--- config.mk ---
export PLATFORM = sky130hd
export DESIGN_NAME = seq_multiplier
export DESIGN_NICKNAME = d
export VERILOG_FILES = /design/src/rtl/alu_pkg.sv /design/src/rtl/seq_multiplier.sv
export SDC_FILE = /design/constraint.sdc
export NUM_CORES = 1
export LEC_CHECK = 0
export CORE_MARGIN = 2
export CORE_UTILIZATION = 23
export CTS_BUF_LIST = sky130_fd_sc_hd__clkbuf_4 sky130_fd_sc_hd__clkbuf_8
export DETAILED_ROUTE_END_ITERATION = 7
export PLACE_DENSITY = 0.52
export SLEW_MARGIN = 15
export SYNTH_ARGS = -nofsm -noshare
export SYNTH_HDL_FRONTEND = slang
export SYNTH_SLANG_ARGS = --single-unit
export TNS_END_PERCENT = 20
--- constraint.sdc ---
create_clock -name clk -period 3.1 [get_ports clk]
set_input_delay 0.62 -clock clk [delete_from_list [all_inputs] [get_ports clk]]
set_output_delay 0.62 -clock clk [all_outputs]
set_load 0.05 [all_outputs]
--- src/rtl/alu_pkg.sv ---
// Shared ALU definitions: HI/LO opcodes and the multiplier state encoding.
// Imported by the decoder and by seq_multiplier.
package alu_pkg;

    localparam logic [5:0] OP_MULT  = 6'b011000;
    localparam logic [5:0] OP_MULTU = 6'b011001;

    typedef enum logic [1:0] {
        IDLE = 2'd0,
        CALC = 2'd1,
        FIX  = 2'd2
    } mul_state_t;

endpackage

--- src/rtl/seq_multiplier.sv ---
// Iterative shift-add multiplier for the HI/LO unit (MULT/MULTU).
// Signed operands are reduced to magnitudes; the sign is applied in FIX.
module seq_multiplier
    import alu_pkg::*;
#(
    parameter int WIDTH = 32,
    parameter int CNT_W = $clog2(WIDTH + 1)
) (
    input  logic             clk,
    input  logic             reset,
    input  logic             start,
    input  logic             is_signed,
    input  logic [WIDTH-1:0] op_a,
    input  logic [WIDTH-1:0] op_b,
    output logic             busy,
    output logic             done,
    output logic [WIDTH-1:0] hi,
    output logic [WIDTH-1:0] lo
);

    localparam logic [2*WIDTH-1:0] ONE2 = {{(2*WIDTH-1){1'b0}}, 1'b1};

    mul_state_t state_q, state_d;

    logic [CNT_W-1:0]   cnt_q;
    logic [WIDTH-1:0]   mcand_q;
    logic [2*WIDTH:0]   acc_q;
    logic               neg_q;
    logic [WIDTH-1:0]   hi_q, lo_q;
    logic               done_q;

    logic               load_en, step_en, fix_en;
    logic               last_iter;
    logic [WIDTH-1:0]   a_mag, b_mag, addend;
    logic [WIDTH:0]     sum;
    logic [2*WIDTH:0]   acc_d;
    logic [2*WIDTH-1:0] prod, result;

    assign last_iter = (cnt_q == CNT_W'(WIDTH - 1));

    // State register.
    always_ff @(posedge clk) begin
        if (reset) state_q <= IDLE;
        else       state_q <= state_d;
    end

    // Next-state logic: WIDTH steps in CALC, then one FIX cycle.
    always_comb begin
        state_d = state_q;
        unique case (state_q)
            IDLE:    if (start) state_d = CALC;
            CALC:    if (last_iter) state_d = FIX;
            FIX:     state_d = IDLE;
            default: state_d = IDLE;
        endcase
    end

    // Control strobes decoded from the current state.
    always_comb begin
        load_en = 1'b0;
        step_en = 1'b0;
        fix_en  = 1'b0;
        unique case (state_q)
            IDLE:    load_en = start;
            CALC:    step_en = 1'b1;
            FIX:     fix_en  = 1'b1;
            default: ;
        endcase
    end

    // Operand magnitudes, one add-shift step, and the final sign fix.
    always_comb begin
        a_mag  = (is_signed && op_a[WIDTH-1]) ? (~op_a + 1'b1) : op_a;
        b_mag  = (is_signed && op_b[WIDTH-1]) ? (~op_b + 1'b1) : op_b;
        addend = acc_q[0] ? mcand_q : '0;
        sum    = {1'b0, acc_q[2*WIDTH-1:WIDTH]} + {1'b0, addend};
        acc_d  = {1'b0, sum, acc_q[WIDTH-1:1]};
        prod   = acc_q[2*WIDTH-1:0];
        result = neg_q ? (~prod + ONE2) : prod;
    end

    // Datapath registers; hi/lo only move on FIX so old HI/LO stay readable.
    always_ff @(posedge clk) begin
        if (reset) begin
            cnt_q   <= '0;
            mcand_q <= '0;
            acc_q   <= '0;
            neg_q   <= 1'b0;
            hi_q    <= '0;
            lo_q    <= '0;
            done_q  <= 1'b0;
        end else begin
            done_q <= fix_en;
            if (load_en) begin
                mcand_q <= a_mag;
                acc_q   <= {{(WIDTH+1){1'b0}}, b_mag};
                neg_q   <= is_signed & (op_a[WIDTH-1] ^ op_b[WIDTH-1]);
                cnt_q   <= '0;
            end else if (step_en) begin
                acc_q <= acc_d;
                cnt_q <= cnt_q + CNT_W'(1);
            end
            if (fix_en) begin
                hi_q <= result[2*WIDTH-1:WIDTH];
                lo_q <= result[WIDTH-1:0];
            end
        end
    end

    assign busy = (state_q != IDLE);
    assign done = done_q;
    assign hi   = hi_q;
    assign lo   = lo_q;

endmodule
==> summary.txt <==
Total grt overflow - 0
Tmin final - 3.03 ns
Initial antenna violation count - 5
IO Count - 134
Worst-Margin Slew - 0.891 ns
GPL Wtd Cong - 0.828
Syn Area/Cell - 7.97 um^2
Required time of the worst setup path - 3.53 ns
Detailed Place HPWL - 26600 um
RSZ-0062 raised after global routing - yes
Largest net degree at the start of global routing - 95
TritonCTS clock tree - built
Detail Route Antenna Nets - 0
Sink Count - 170
Worst setup SP type - flop
Sequential area share after synthesis - 33.0%
Pwr dens - 358 nW/um^2
Commonest cells after routing, fill and taps aside - dfxtp_1, nor2_1, buf_4, clkdlybuf4s50_1, nand2_1
Critical path's largest stage delay - 0.37 ns
Total Wirelength - 33600 um
Buffers on Ports - 133
# H-tree levels - 4
FFs w/ async S/R, synth - 0%
Fmax - 330 MHz
Top FF cell, synth - dfxtp_1
Max-slew violations - 0
# Max-Cap Violations - 0
Warnings, synthesis - 0
Max Root-Sink Buffers - 2
CP arrival - 3.46 ns
Layout Nets - 1606
EDFF count, synth - 0
Clock-pin slew on the worst setup and hold paths - 0.10 ns
Row count - 77
Layout cells sized above 1 - 14.3%
Worst setup path category - reg2reg
Vias in the first global route - 9334
Fill count - 4681
Die area - 46600 um^2
Initial DRC count - 639
Commonest non-fill, non-tap cell in the layout - dfxtp_1
Die Width - 216 um
Via count - 9822
Initial core utilization - 23.3%
Worst skew pair latency - 0.50 ns
Register bit total from synthesis - 170
Tcrit/Tclk final - 97.8%
Root cell of the clock tree - clkbuf_8
Reg area - 3410 um^2
Syn nets - 1399
Max_slew headroom - 40.4%
Area of the multi-input gates - 6680 um^2
Worst-path fanout max - 4
Post-route DRC - 0
Final count of negative-setup-slack endpoints - 0
Finished layout cell area - 13700 um^2
Worst path slowest cell - dfxtp_4
GR Util All Layers - 14.3%
Post-synthesis cell count - 1294
Routed vias/inst - 4.66
Core Box Area - 44200 um^2
Syn-to-layout area delta - 33.1%
First-pass DRT Iterations - 4
Status - finished, final reports clean
Worst path cell trace - and2_1, ha_2, fa_2, a21o_1, a31o_2, a221oi_4, buf_4, a41o_1, o31a_1, buf_6, nor4_4, mux2_4, o22ai_1
DP Area - 13100 um^2
Synth unique cells - 64
Clock skew - 0.0163 ns
TritonCTS buffer count - 17
Peak supply drop - 230 uV
Setup crit end kind - flop
Netlist Area Pre-Place - 10300 um^2
Die Y - 216 um
Final TNS setup - 0 ns
First-pass GRT wire length - 52600 um
Final Hold Vio Count - 0
Worst hold slack - 0.397 ns
Routed wire length per instance - 16.0 um
Min-delay worst type - in2reg
Leakage - 5.04 nW
path summary, 6_finish.rpt:
kind                 endpoint  slack, ns  cells after the start   startpoint
setup / recovery    acc_q[61]       0.07                     13     acc_q[0]
hold / removal     state_q[0]       0.40                      2        reset
setup reg to reg    acc_q[61]       0.07                     13     acc_q[0]
hold reg to reg   mcand_q[26]       0.45                      2  mcand_q[26]
routing by layer:
layer  vias up  wire length, um  global-route usage (%)
met5         -               44                       0
met4         8              421                    3.49
li1       5092                -                       -
met3        31             1660                    3.41
met2       180            14100                    21.1
met1      4511            17400                    20.6
report_power, final:
group	leakage [nW]	internal (mW)	switching, mW
logic	3.46	0.450	0.554
clock network	0.198	0.652	0.917
registers	1.39	2.27	0.0769
total	5.04	3.37	1.55
logic make-up after synthesis:
logic type                 synth area share (%)
AOI/OAI and AO/OA                          25.1
xor gates and xnor gates                   12.6
adders and majority gates                  4.56
buffers and inverters                      3.99
DFF                                        33.0
muxes                                     0.400
and+or+nand+nor                            20.3
synth_stat cells, drive strengths merged (5+ instances only):
| cell | number | share of area, % |
|---|---|---|
| dfxtp | 170 | 33 |
| nor2 | 156 | 5.7 |
| nand2 | 124 | 4.5 |
| xnor2 | 81 | 6.9 |
| clkbuf | 80 | 2.9 |
| a21oi | 79 | 3.8 |
| o21ai | 76 | 3.7 |
| xor2 | 68 | 5.8 |
| a211oi | 63 | 4.6 |
| and2 | 36 | 2.2 |
| ha | 36 | 4.4 |
| a22o | 32 | 2.7 |
| o31ai | 29 | 2.2 |
| or3 | 23 | 1.4 |
| inv | 19 | 0.69 |
| a21o | 18 | 1.3 |
| nand3 | 18 | 0.87 |
| nor3 | 18 | 0.87 |
| nor4 | 16 | 0.97 |
| o41ai | 15 | 1.5 |
| or4 | 15 | 1.1 |
| a311oi | 14 | 1.2 |
| nand4 | 13 | 0.79 |
| a2111oi | 10 | 0.85 |
| nand2b | 10 | 0.61 |
| buf | 8 | 0.38 |
| o21bai | 6 | 0.44 |
| a221oi | 5 | 0.42 |
| a31oi | 5 | 0.30 |
| nor2b | 5 | 0.30 |
| o211ai | 5 | 0.36 |
critical path, delay by kind of cell (launching register included):
kind | cells | cell delay, ns
simple gates | 2 | 0.20
fa+ha+maj | 2 | 0.53
flops | 1 | 0.37
mux | 1 | 0.30
buf+inv | 2 | 0.28
compound gates | 6 | 1.26
flip-flops by register name, summed over array words and instances (netlist names):
signal   cells
hi          32
state_q      2
neg_q        1
mcand_q     32
lo          32
cnt_q        6
acc_q       64
done         1
timing repair:
action / 4_1_cts / 5_1_grt
endpoints found under the hold margin: 0 / 0
setup endpoints to repair: 4 / 17
gates resized for setup: 4 / 31
buffers inserted: 1 / 5
pin swaps: 1 / 11
hold buffers: 0 / 0
stage by stage:
stage                     power (mW)  cells  setup slack (ns)  utilization, %
final                           4.92   2108            0.0695            31.0
after global routing            5.17   2107           -0.0606            31.0
after CTS                       4.95   2101            0.0105            30.6
after detailed placement        3.38   2068            -0.357            29.7
after global placement          3.36   2068            -0.331            29.7
after floorplan                 2.94   1294           -0.0470               -
layout make-up:
class / instances / area share (%)
multi-input combinational: 1017 / 48.7
inverter: 19 / 0.520
antenna: 2 / 0.0365
clock buffer: 17 / 1.70
tap: 592 / 5.40
clock inverter: 15 / 1.02
sequential: 170 / 24.8
timing repair buffer: 276 / 17.8
(Power assumes the default switching activity.)
